[src/rtl/line_sender_pkg.sv]
// Shared definitions for the line_sender UART response path.
// Build option: LINE_SENDER_PARITY_EN adds an even-parity bit to every frame.
package line_sender_pkg;

    // Serialiser FSM encoding; the parity state only exists when parity is built in.
    typedef enum logic [2:0] {
        ST_IDLE   = 3'd0,
        ST_START  = 3'd1,
        ST_DATA   = 3'd2,
`ifdef LINE_SENDER_PARITY_EN
        ST_PARITY = 3'd3,
`endif
        ST_STOP   = 3'd4
    } uart_state_e;

`ifdef LINE_SENDER_PARITY_EN
    localparam int UART_FRAME_BITS = 11;
`else
    localparam int UART_FRAME_BITS = 10;
`endif

    localparam int   UART_DATA_BITS = 8;
    localparam int   MAX_LINE_BYTES = 4;
    localparam logic LINE_IDLE      = 1'b1;

    // Even parity: the parity bit makes the total count of ones even.
    function automatic logic even_parity(input logic [UART_DATA_BITS-1:0] d);
        return ^d;
    endfunction

endpackage

[src/rtl/line_sender_uart_tx_byte.sv]
// Single-frame UART serialiser: start bit, data LSB first, optional parity, stop bit.
// A new start can be taken in the last cycle of the stop bit, so back-to-back
// frames carry no idle gap. Build option: LINE_SENDER_PARITY_EN.
module uart_tx_byte
    import line_sender_pkg::*;
#(
    parameter int CLKS_PER_BIT = 104,
    parameter int DATA_WIDTH   = 8
) (
    input  logic                  clk,
    input  logic                  rst,
    input  logic                  start,
    input  logic [DATA_WIDTH-1:0] data,
    output logic                  tx,
    output logic                  ready,
    output logic                  frame_done
);

    localparam int BAUD_W = (CLKS_PER_BIT > 2) ? $clog2(CLKS_PER_BIT) : 1;
    localparam int BIT_W  = $clog2(DATA_WIDTH);
    localparam logic [BAUD_W-1:0] BAUD_LAST = BAUD_W'(CLKS_PER_BIT - 1);
    localparam logic [BIT_W-1:0]  BIT_LAST  = BIT_W'(DATA_WIDTH - 1);

    uart_state_e           state_r;
    uart_state_e           state_next_s;
    logic [BAUD_W-1:0]     baud_cnt_r;
    logic [BAUD_W-1:0]     baud_cnt_next_s;
    logic [BIT_W-1:0]      bit_idx_r;
    logic [BIT_W-1:0]      bit_idx_next_s;
    logic [DATA_WIDTH-1:0] data_r;
    logic                  tx_r;
    logic                  tx_next_s;
    logic                  bit_tick_s;
    logic                  accept_s;

    assign bit_tick_s = (baud_cnt_r == BAUD_LAST);
    assign frame_done = (state_r == ST_STOP) && bit_tick_s;
    assign ready      = (state_r == ST_IDLE) || frame_done;
    assign accept_s   = start && ready;
    assign tx         = tx_r;

    // State, counters, latched byte and the registered line level.
    always_ff @(posedge clk) begin
        if (rst) begin
            state_r    <= ST_IDLE;
            baud_cnt_r <= {BAUD_W{1'b0}};
            bit_idx_r  <= {BIT_W{1'b0}};
            data_r     <= {DATA_WIDTH{1'b0}};
            tx_r       <= LINE_IDLE;
        end else begin
            state_r    <= state_next_s;
            baud_cnt_r <= baud_cnt_next_s;
            bit_idx_r  <= bit_idx_next_s;
            tx_r       <= tx_next_s;
            if (accept_s) begin
                data_r <= data;
            end
        end
    end

    // Next-state decode: each bit lasts one full baud period.
    always_comb begin
        state_next_s = state_r;
        case (state_r)
            ST_IDLE: begin
                if (accept_s) state_next_s = ST_START;
                else          state_next_s = ST_IDLE;
            end
            ST_START: begin
                if (bit_tick_s) state_next_s = ST_DATA;
                else            state_next_s = ST_START;
            end
            ST_DATA: begin
                if (bit_tick_s && (bit_idx_r == BIT_LAST)) begin
`ifdef LINE_SENDER_PARITY_EN
                    state_next_s = ST_PARITY;
`else
                    state_next_s = ST_STOP;
`endif
                end else begin
                    state_next_s = ST_DATA;
                end
            end
`ifdef LINE_SENDER_PARITY_EN
            ST_PARITY: begin
                if (bit_tick_s) state_next_s = ST_STOP;
                else            state_next_s = ST_PARITY;
            end
`endif
            ST_STOP: begin
                if (bit_tick_s) begin
                    if (accept_s) state_next_s = ST_START;
                    else          state_next_s = ST_IDLE;
                end else begin
                    state_next_s = ST_STOP;
                end
            end
            default: state_next_s = ST_IDLE;
        endcase
    end

    // Counter updates and the line level that the next state will drive.
    always_comb begin
        baud_cnt_next_s = {BAUD_W{1'b0}};
        bit_idx_next_s  = {BIT_W{1'b0}};
        tx_next_s       = LINE_IDLE;

        if ((state_r == ST_IDLE) || bit_tick_s) baud_cnt_next_s = {BAUD_W{1'b0}};
        else                                    baud_cnt_next_s = baud_cnt_r + BAUD_W'(1);

        if (state_r == ST_DATA) begin
            if (bit_tick_s) bit_idx_next_s = bit_idx_r + BIT_W'(1);
            else            bit_idx_next_s = bit_idx_r;
        end else begin
            bit_idx_next_s = {BIT_W{1'b0}};
        end

        case (state_next_s)
            ST_START:  tx_next_s = 1'b0;
            ST_DATA:   tx_next_s = data_r[bit_idx_next_s];
`ifdef LINE_SENDER_PARITY_EN
            ST_PARITY: tx_next_s = even_parity(data_r);
`endif
            ST_STOP:   tx_next_s = 1'b1;
            ST_IDLE:   tx_next_s = LINE_IDLE;
            default:   tx_next_s = LINE_IDLE;
        endcase
    end

endmodule

[src/rtl/line_sender.sv]
// Sends the 1..4 byte response word on the UART line, byte 0 first.
// Owns byte selection, count clamping, busy and the end-of-line pulse;
// framing is delegated to uart_tx_byte. Build option: LINE_SENDER_PARITY_EN.
module line_sender
    import line_sender_pkg::*;
#(
    parameter int WORD_SIZE    = 32,
    parameter int SIZE_WORD    = 3,
    parameter int DATA_WIDTH   = 8,
    parameter int CLKS_PER_BIT = 104
) (
    input  logic                  clk,
    input  logic                  rst,
    input  logic [WORD_SIZE-1:0]  send_data_register,
    input  logic [SIZE_WORD-1:0]  size_line,
    input  logic                  valid_data,
    output logic                  busy_sender_data,
    output logic                  tx,
    output logic                  tx_done
);

    localparam logic [SIZE_WORD-1:0] MAX_COUNT = SIZE_WORD'(MAX_LINE_BYTES);

    logic [WORD_SIZE-1:0]  word_r;
    logic [SIZE_WORD-1:0]  count_r;
    logic [SIZE_WORD-1:0]  byte_idx_r;
    logic [SIZE_WORD-1:0]  next_idx_s;
    logic [SIZE_WORD-1:0]  clamped_s;
    logic [DATA_WIDTH-1:0] next_byte_s;
    logic [DATA_WIDTH-1:0] byte_s;
    logic                  busy_r;
    logic                  tx_done_r;
    logic                  accept_s;
    logic                  more_bytes_s;
    logic                  start_s;
    logic                  ready_s;
    logic                  frame_done_s;

    assign clamped_s    = (size_line > MAX_COUNT) ? MAX_COUNT : size_line;
    assign accept_s     = valid_data && !busy_r && ready_s && (size_line != {SIZE_WORD{1'b0}});
    assign next_idx_s   = byte_idx_r + SIZE_WORD'(1);
    assign more_bytes_s = (next_idx_s < count_r);
    assign start_s      = accept_s || (busy_r && frame_done_s && more_bytes_s);

    assign busy_sender_data = busy_r;
    assign tx_done          = tx_done_r;

    // Pick the byte that follows the one currently on the line.
    always_comb begin
        next_byte_s = word_r[0 +: DATA_WIDTH];
        case (next_idx_s)
            SIZE_WORD'(1): next_byte_s = word_r[DATA_WIDTH*1 +: DATA_WIDTH];
            SIZE_WORD'(2): next_byte_s = word_r[DATA_WIDTH*2 +: DATA_WIDTH];
            SIZE_WORD'(3): next_byte_s = word_r[DATA_WIDTH*3 +: DATA_WIDTH];
            default:       next_byte_s = word_r[0 +: DATA_WIDTH];
        endcase
        if (accept_s) byte_s = send_data_register[DATA_WIDTH-1:0];
        else          byte_s = next_byte_s;
    end

    // Line-level bookkeeping: latch the request, step bytes, end the line.
    always_ff @(posedge clk) begin
        if (rst) begin
            word_r     <= {WORD_SIZE{1'b0}};
            count_r    <= {SIZE_WORD{1'b0}};
            byte_idx_r <= {SIZE_WORD{1'b0}};
            busy_r     <= 1'b0;
            tx_done_r  <= 1'b0;
        end else begin
            tx_done_r <= 1'b0;
            if (accept_s) begin
                word_r     <= send_data_register;
                count_r    <= clamped_s;
                byte_idx_r <= {SIZE_WORD{1'b0}};
                busy_r     <= 1'b1;
            end else if (busy_r && frame_done_s) begin
                if (more_bytes_s) begin
                    byte_idx_r <= next_idx_s;
                end else begin
                    busy_r    <= 1'b0;
                    tx_done_r <= 1'b1;
                end
            end
        end
    end

    uart_tx_byte #(
        .CLKS_PER_BIT (CLKS_PER_BIT),
        .DATA_WIDTH   (DATA_WIDTH)
    ) u_tx_byte (
        .clk        (clk),
        .rst        (rst),
        .start      (start_s),
        .data       (byte_s),
        .tx         (tx),
        .ready      (ready_s),
        .frame_done (frame_done_s)
    );

endmodule
[config.mk]
export PLATFORM = sky130hd
export DESIGN_NAME = line_sender
export DESIGN_NICKNAME = d
export VERILOG_FILES = /design/src/rtl/line_sender_pkg.sv /design/src/rtl/line_sender_uart_tx_byte.sv /design/src/rtl/line_sender.sv
export SDC_FILE = /design/constraint.sdc
export NUM_CORES = 1
export LEC_CHECK = 0
export CAP_MARGIN = 20
export CORE_MARGIN = 3
export CORE_UTILIZATION = 59
export CTS_BUF_LIST = sky130_fd_sc_hd__clkbuf_4 sky130_fd_sc_hd__clkbuf_8
export DETAILED_ROUTE_END_ITERATION = 8
export DONT_BUFFER_PORTS = 1
export PLACE_DENSITY = 0.87
export REMOVE_ABC_BUFFERS = 1
export SYNTH_ARGS = -nofsm -noshare
export SYNTH_HDL_FRONTEND = slang
export SYNTH_SLANG_ARGS = --single-unit
[constraint.sdc]
create_clock -name clk -period 2.3 [get_ports clk]
set_input_delay 0.23 -clock clk [delete_from_list [all_inputs] [get_ports clk]]
set_output_delay 0.23 -clock clk [all_outputs]
set_load 0.01 [all_outputs]
# Word level (Yosys, flattened, before mapping)
# Cells that the tools add are included.
# classes
n_addsub,3
magnitude_cmp,3
eq_ne,11
muxes,17
bitwise_logic,1
n_reduce_logical,20
# ops
cell,n
one-hot mux 8 bit (3 select lines),1
2-to-1 mux 3 bit,5
equality test 3 x 2 -> 1 bit (second input constant),4
one-hot mux 3 bit (4 select lines),1
equality test 3 x 1 -> 1 bit (second input constant),3
logical AND 1 bit,8
2-to-1 mux 8 bit,1
adder 7 x 1 -> 7 bit (second input constant),1
equality test 7 bit (second input constant),1
adder 3 x 1 -> 3 bit (second input constant),2
equality test 3 bit (second input constant),2
2-to-1 mux 1 bit,6
< comparator 3 x 4 -> 1 bit (second input constant),1
AND reduction 2 bit,2
OR reduction 2 bit,2
binary-select mux 1 bit (select 3 bit),1
> comparator 3 bit (second input constant),1
logical NOT 3 bit,1
logical OR 1 bit,3
< comparator 3 bit,1
nonzero test 3 bit,1
OR reduction 3 bit,1
2-to-1 mux 2 bit,1
!= test 2 bit (second input constant),1
4 further kinds,4
# word_totals
reg_bits,62
in_bits,38
output_inout_bits,3
elab_cells,65

# Logic depth before layout (Yosys ltp)
# depth
word_depth,12
depth_mapped,10
mapped_depth_nobuf,9

# Cells and area by module
# From an unflattened synthesis, not the netlist that was laid out.
# unflattened
cells_unflattened,348
area_unflattened_um2,3011.6
# modules_own_cells
module,n_inst,cells_per_inst,area_each_um2,seq_area_each_um2
line_sender,1,230,1873.0,800.8
uart_tx_byte,1,118,1138.6,440.4

# Least setup slack after synthesis
# OpenSTA, ideal clock, no wires.
# synth_path
path_kind,register to register
startpoint,register byte_idx_r[0]
endpoint,"register u_tx_byte.tx_r, in the netlist u_tx_byte.tx"
setup_time_ns,0.133
arrival_time_ns,2.433
required_time_ns,2.167
setup_slack_ns,-0.266
path_stages_with_launch,9
path_buffers,0
synth_period_minus_slack_ns,2.566
path_cell_list,dfxtp_1 -> ha_1 -> xor2_1 -> ha_1 -> o21a_1 -> o41a_1 -> a211oi_2 -> a31o_1 -> o311ai_1
# synth_via
elab_chain_len,10
elab_cells_between_ends,11
cone_classes,add/sub: 1; order compare: 1; eq/ne: 2; mux: 4; reduce/logical: 3
# synth_lines
element,line_no,text
"start, declared",line_sender.sv:26,logic [SIZE_WORD-1:0] byte_idx_r;
"start signal, assigned",line_sender.sv:66,byte_idx_r <= {SIZE_WORD{1'b0}};
"start signal, assigned",line_sender.sv:74,byte_idx_r <= {SIZE_WORD{1'b0}};
"start signal, assigned",line_sender.sv:78,byte_idx_r <= next_idx_s;
adder 3 x 1 -> 3 bit *,line_sender.sv:41,assign next_idx_s = byte_idx_r + SIZE_WORD'(1);
net next_idx_s[2],line_sender.sv:27,logic [SIZE_WORD-1:0] next_idx_s;
< comparator 3 bit *,line_sender.sv:42,assign more_bytes_s = (next_idx_s < count_r);
logical AND 1 bit *,line_sender.sv:43,assign start_s = accept_s || (busy_r && frame_done_s && more_bytes_s);
logical OR 1 bit *,line_sender.sv:43,
logical AND 1 bit *,line_sender_uart_tx_byte.sv:39,assign accept_s = start && ready;
2-to-1 mux 1 bit *,"line_sender_uart_tx_byte.sv:66, line_sender_uart_tx_byte.sv:92",
2-to-1 mux 3 bit,line_sender_uart_tx_byte.sv:91,if (bit_tick_s) begin
one-hot mux 3 bit (4 select lines) *,line_sender_uart_tx_byte.sv:64,case (state_r)
equality test 3 x 2 -> 1 bit or equality test 3 x 1 -> 1 bit (tied branches),line_sender_uart_tx_byte.sv:118,case (state_next_s)
one-hot mux 1 bit (2 select lines) *,line_sender_uart_tx_byte.sv:118,
"end signal, assigned",line_sender_uart_tx_byte.sv:54,tx_r <= tx_next_s;
"end, declared",line_sender_uart_tx_byte.sv:31,logic tx_r;
# The timed path passes the listed nets; every way through them passes the cells marked *.
# A chain may end at the register's enable or synchronous reset.

# Worst setup path after layout
# layout_path
startpoint,register byte_idx_r[1]
endpoint,register u_tx_byte.data_r[3]
# layout_via
elab_chain_len,5
elab_cells_between_ends,10
cone_classes,add/sub: 1; order compare: 1; eq/ne: 3; mux: 2; reduce/logical: 3
# layout_lines
element,line_no,text
adder 3 x 1 -> 3 bit *,line_sender.sv:41,
net next_idx_s[1],line_sender.sv:27,
< comparator 3 bit,line_sender.sv:42,
logical AND 1 bit,line_sender.sv:43,
logical OR 1 bit,line_sender.sv:43,
logical AND 1 bit,line_sender_uart_tx_byte.sv:39,
"end signal, assigned",line_sender_uart_tx_byte.sv:48,data_r <= {DATA_WIDTH{1'b0}};
"end signal, assigned",line_sender_uart_tx_byte.sv:56,data_r <= data;
"end, declared",line_sender_uart_tx_byte.sv:30,logic [DATA_WIDTH-1:0] data_r;
# Marks and branches as above.

==> impl_metrics.tcl <==
set metrics [dict create \
    pwr_density_cell_mw_per_mm2 761 \
    grt_pass1_vias 2518 \
    min_path_type "input pin to register" \
    r2r_cells 10 \
    cp-startpoint "byte_idx_r[1]$_SDFFE_PP0P_" \
    final_core_util 0.714 \
    ys_seq_elements 62 \
    muxShareOfSynthArea 0.0140 \
    core_sq_mm 0.00479 \
    cp.arrival_ns 2.59 \
    dpl.cell_count 419 \
    timing.final.crit_share 1.01 \
    synthAdderAreaFrac 0.0382 \
    crit_fanout 8 \
    drt_iter0_drc 316 \
    tightest_slew_ns 0.456 \
    wl_um 7150 \
    drive_above_1_share 0.147 \
    max_clock_freq_ghz 0.431 \
    crit_type "register to register" \
    start_util 0.615 \
    pin_count 41 \
    synth_compound_area_frac 0.225 \
    place_congestion 0.801 \
    cts_tree "done" \
    r2r-start "byte_idx_r[1]$_SDFFE_PP0P_" \
    ys_top_cells_by_area "dfxtp_1 (42%), nand2_1 (11%), a21oi_1 (8.7%)" \
    finalPower_mw 2.60 \
    vias 2670 \
    cap_violations 0 \
    slew_viol_final 0 \
    synth_edf_count 0 \
    finalSetupViolCount 1 \
    numCtsBuffers 9 \
    outcome "finished, violations left" \
    dieArea_sq_mm 0.00588 \
    antenna_found_initial 0 \
    yosysWarnings 0 \
    p_leak_nw 1.24 \
    cp-end-kind "register" \
    min_from "send_data_register[20]" \
    r2r_setup_slack_ns -0.02 \
    antenna_cells 0 \
    synth_cell_types 51 \
    fin_nets 417 \
    portBuffers 0 \
    path_clk_slew_ns 0.07 \
    cts.path.max_buffers 2 \
    layoutNonFillerInstCount 442 \
    synthSimpleGateAreaFrac 0.224 \
    grt_remaining_overflow 0 \
    required_ns 2.57 \
    cts_root_buffer "clkbuf_8" \
    async_reset_ff_frac 0 \
    grt_pass1_wl_um 11900 \
    netlist_area_sq_mm 0.00295 \
    min_period_ns 2.32 \
    hold_end "word_r[20]$_SDFFE_PP0P_" \
    holdPathStages 2 \
    rsz0062_at_grt "true" \
    synth_top_family_by_area "compound AO/OA/AOI/OAI gates" \
    die_h_um 76.7 \
    rows 25 \
    ctsHtreeMaxLevel 3 \
    fill_cells 340 \
    hpwl_um 4310 \
    synthDominantCellAreaShare 0.421 \
    finalHoldViolCount 0 \
    ant_nets 0 \
    ir_worst_vdd_mv 0.902 \
    dr.pass1.iters 5 \
    synthFlopType "dfxtp_1" \
    die_w_um 76.7 \
    area_growth_pct 16.1 \
    violations "negative setup slack" \
    start_kind "register" \
    relSlewSlack 0.696 \
    wl_per_cell_um 16.2 \
    yosysSeqAreaShare 0.421 \
    synth_xor_xnor_area_share 0.0268 \
    grt_use_total 0.252 \
    grt_max_degree 54 \
    drc 0 \
    clock_sinks 62 \
    yosysTopAreaCell "dfxtp_1" \
    viasPerCell 6.04 \
    avgSynthCellArea_sq_um 8.16 \
    fin_ws_ns -0.0197 \
    clkLatencyLatePin_ns 0.34 \
    r2r_end "u_tx_byte.data_r[3]$_SDFFE_PP0N_" \
    synthCells 361 \
    skew_ns 0.00733 \
]
[report_power, final]
part	total, mW	internal, mW	switching [mW]
logic	0.251	0.102	0.148
clock network	1.18	0.725	0.457
registers	1.17	1.13	0.0384
[state kept, by name (all words and copies together) (netlist names)]
register              flops
word_r                   32
byte_idx_r                3
u_tx_byte.baud_cnt_r      7
u_tx_byte.tx              1
count_r                   3
busy_sender_data          1
u_tx_byte.bit_idx_r       3
u_tx_byte.state_r         3
u_tx_byte.data_r          8
tx_done                   1
[routing by layer]
metal  global-route usage  up-vias  wire length [um]
li1                     -     1296                 -
met1                0.320     1257              2990
met2                0.420      107              3590
met3               0.0481       10               461
met4                0.105        0               103
met5                    0        -                 0
[cell type report]
type,count,area [sq um],area share
flip-flops and latches,62,1240,0.364
clock buffers,9,124,0.0362
repair buffers,22,198,0.0578
well taps,67,83.8,0.0245
multi-input cells,267,1620,0.473
inverters,8,30.0,0.00878
clock inverters,7,121,0.0355
[what timing repair did]
action / CTS / global route
endpoints found under the hold margin: 53 / 0
hold buffers: 1 / 0
pin swaps: 8 / 8
setup endpoints to repair: 10 / 33
resized for setup: 11 / 2
setup buffers: 5 / 1
[cells in the mapped netlist, types with 4 or more instances]
cell	number
nand2_1	87
nor3_1	10
a222oi_1	8
dfxtp_1	62
o21ai_0	5
nor2b_1	7
buf_2	6
inv_1	8
clkbuf_1	11
xor2_1	4
nor2_1	12
ha_1	9
nand3_1	7
o211ai_1	17
a21oi_1	51
xnor2_1	5
[per-stage QoR]
step / cell area (sq um) / hold WS, ns / setup TNS [ns] / worst slack, ns
floorplan: 2830 / 0.299 / -45.16 / -1.17
global placement: 3050 / 0.304 / -0.0513 / -0.0116
detailed placement: 3050 / 0.306 / -0.751 / -0.102
CTS: 3400 / 0.00758 / -0.000961 / -0.000961
global route: 3420 / 0.00842 / -0.665 / -0.113
finish: 3420 / 0.0153 / -0.0197 / -0.0197
[worst max path at each step]
| stage | to | cells after the start |
|---|---|---|
| after floorplan | count_r[0]$_SDFFE_PP0P_ | 6 |
| after global placement | u_tx_byte.data_r[1]$_SDFFE_PP0N_ | 10 |
| after detailed placement | u_tx_byte.data_r[1]$_SDFFE_PP0N_ | 10 |
| after CTS | u_tx_byte.data_r[1]$_SDFFE_PP0N_ | 10 |
| after global routing | u_tx_byte.data_r[3]$_SDFFE_PP0N_ | 10 |
| final | u_tx_byte.data_r[3]$_SDFFE_PP0N_ | 10 |
[critical path: stages (launching register included)]
cell and delay [ns]:
dfxtp_2 0.35, inv_2 0.06, ha_4 0.28, ha_4 0.19, a21boi_1 0.13, o21a_1 0.19, o41a_1 0.35, a211oi_2 0.23
buf_4 0.19, o211ai_1 0.11, a21oi_1 0.17
[cell usage in the layout (no fill, tap or decap), types with 3 or more instances in the layout]
master / count
dfxtp_1: 60
xnor2_1: 5
o211ai_1: 17
a21oi_1: 51
nand3_1: 7
o21ai_0: 5
a222oi_1: 8
buf_4: 18
bufinv_16: 3
nor2_1: 12
ha_1: 6
and3_1: 3
xor2_1: 3
nor3b_1: 3
mux2i_1: 3
clkbuf_8: 9
nor2b_1: 7
nor3_1: 9
nand2_1: 87
inv_1: 6
nand3b_1: 3
ha_4: 3
[logic make-up (layout without fill, tap and decap cells)]
| group | count (synthesis) | count (layout) |
|---|---|---|
| buffers and inverters | 32 | 46 |
| AOI/OAI and AO/OA | 101 | 101 |
| DFF | 62 | 62 |
| and+or+nand+nor | 144 | 144 |
| xor gates and xnor gates | 9 | 9 |
| muxes | 4 | 4 |
| adders and majority gates | 9 | 9 |
Power figures use the tool's default switching activity.
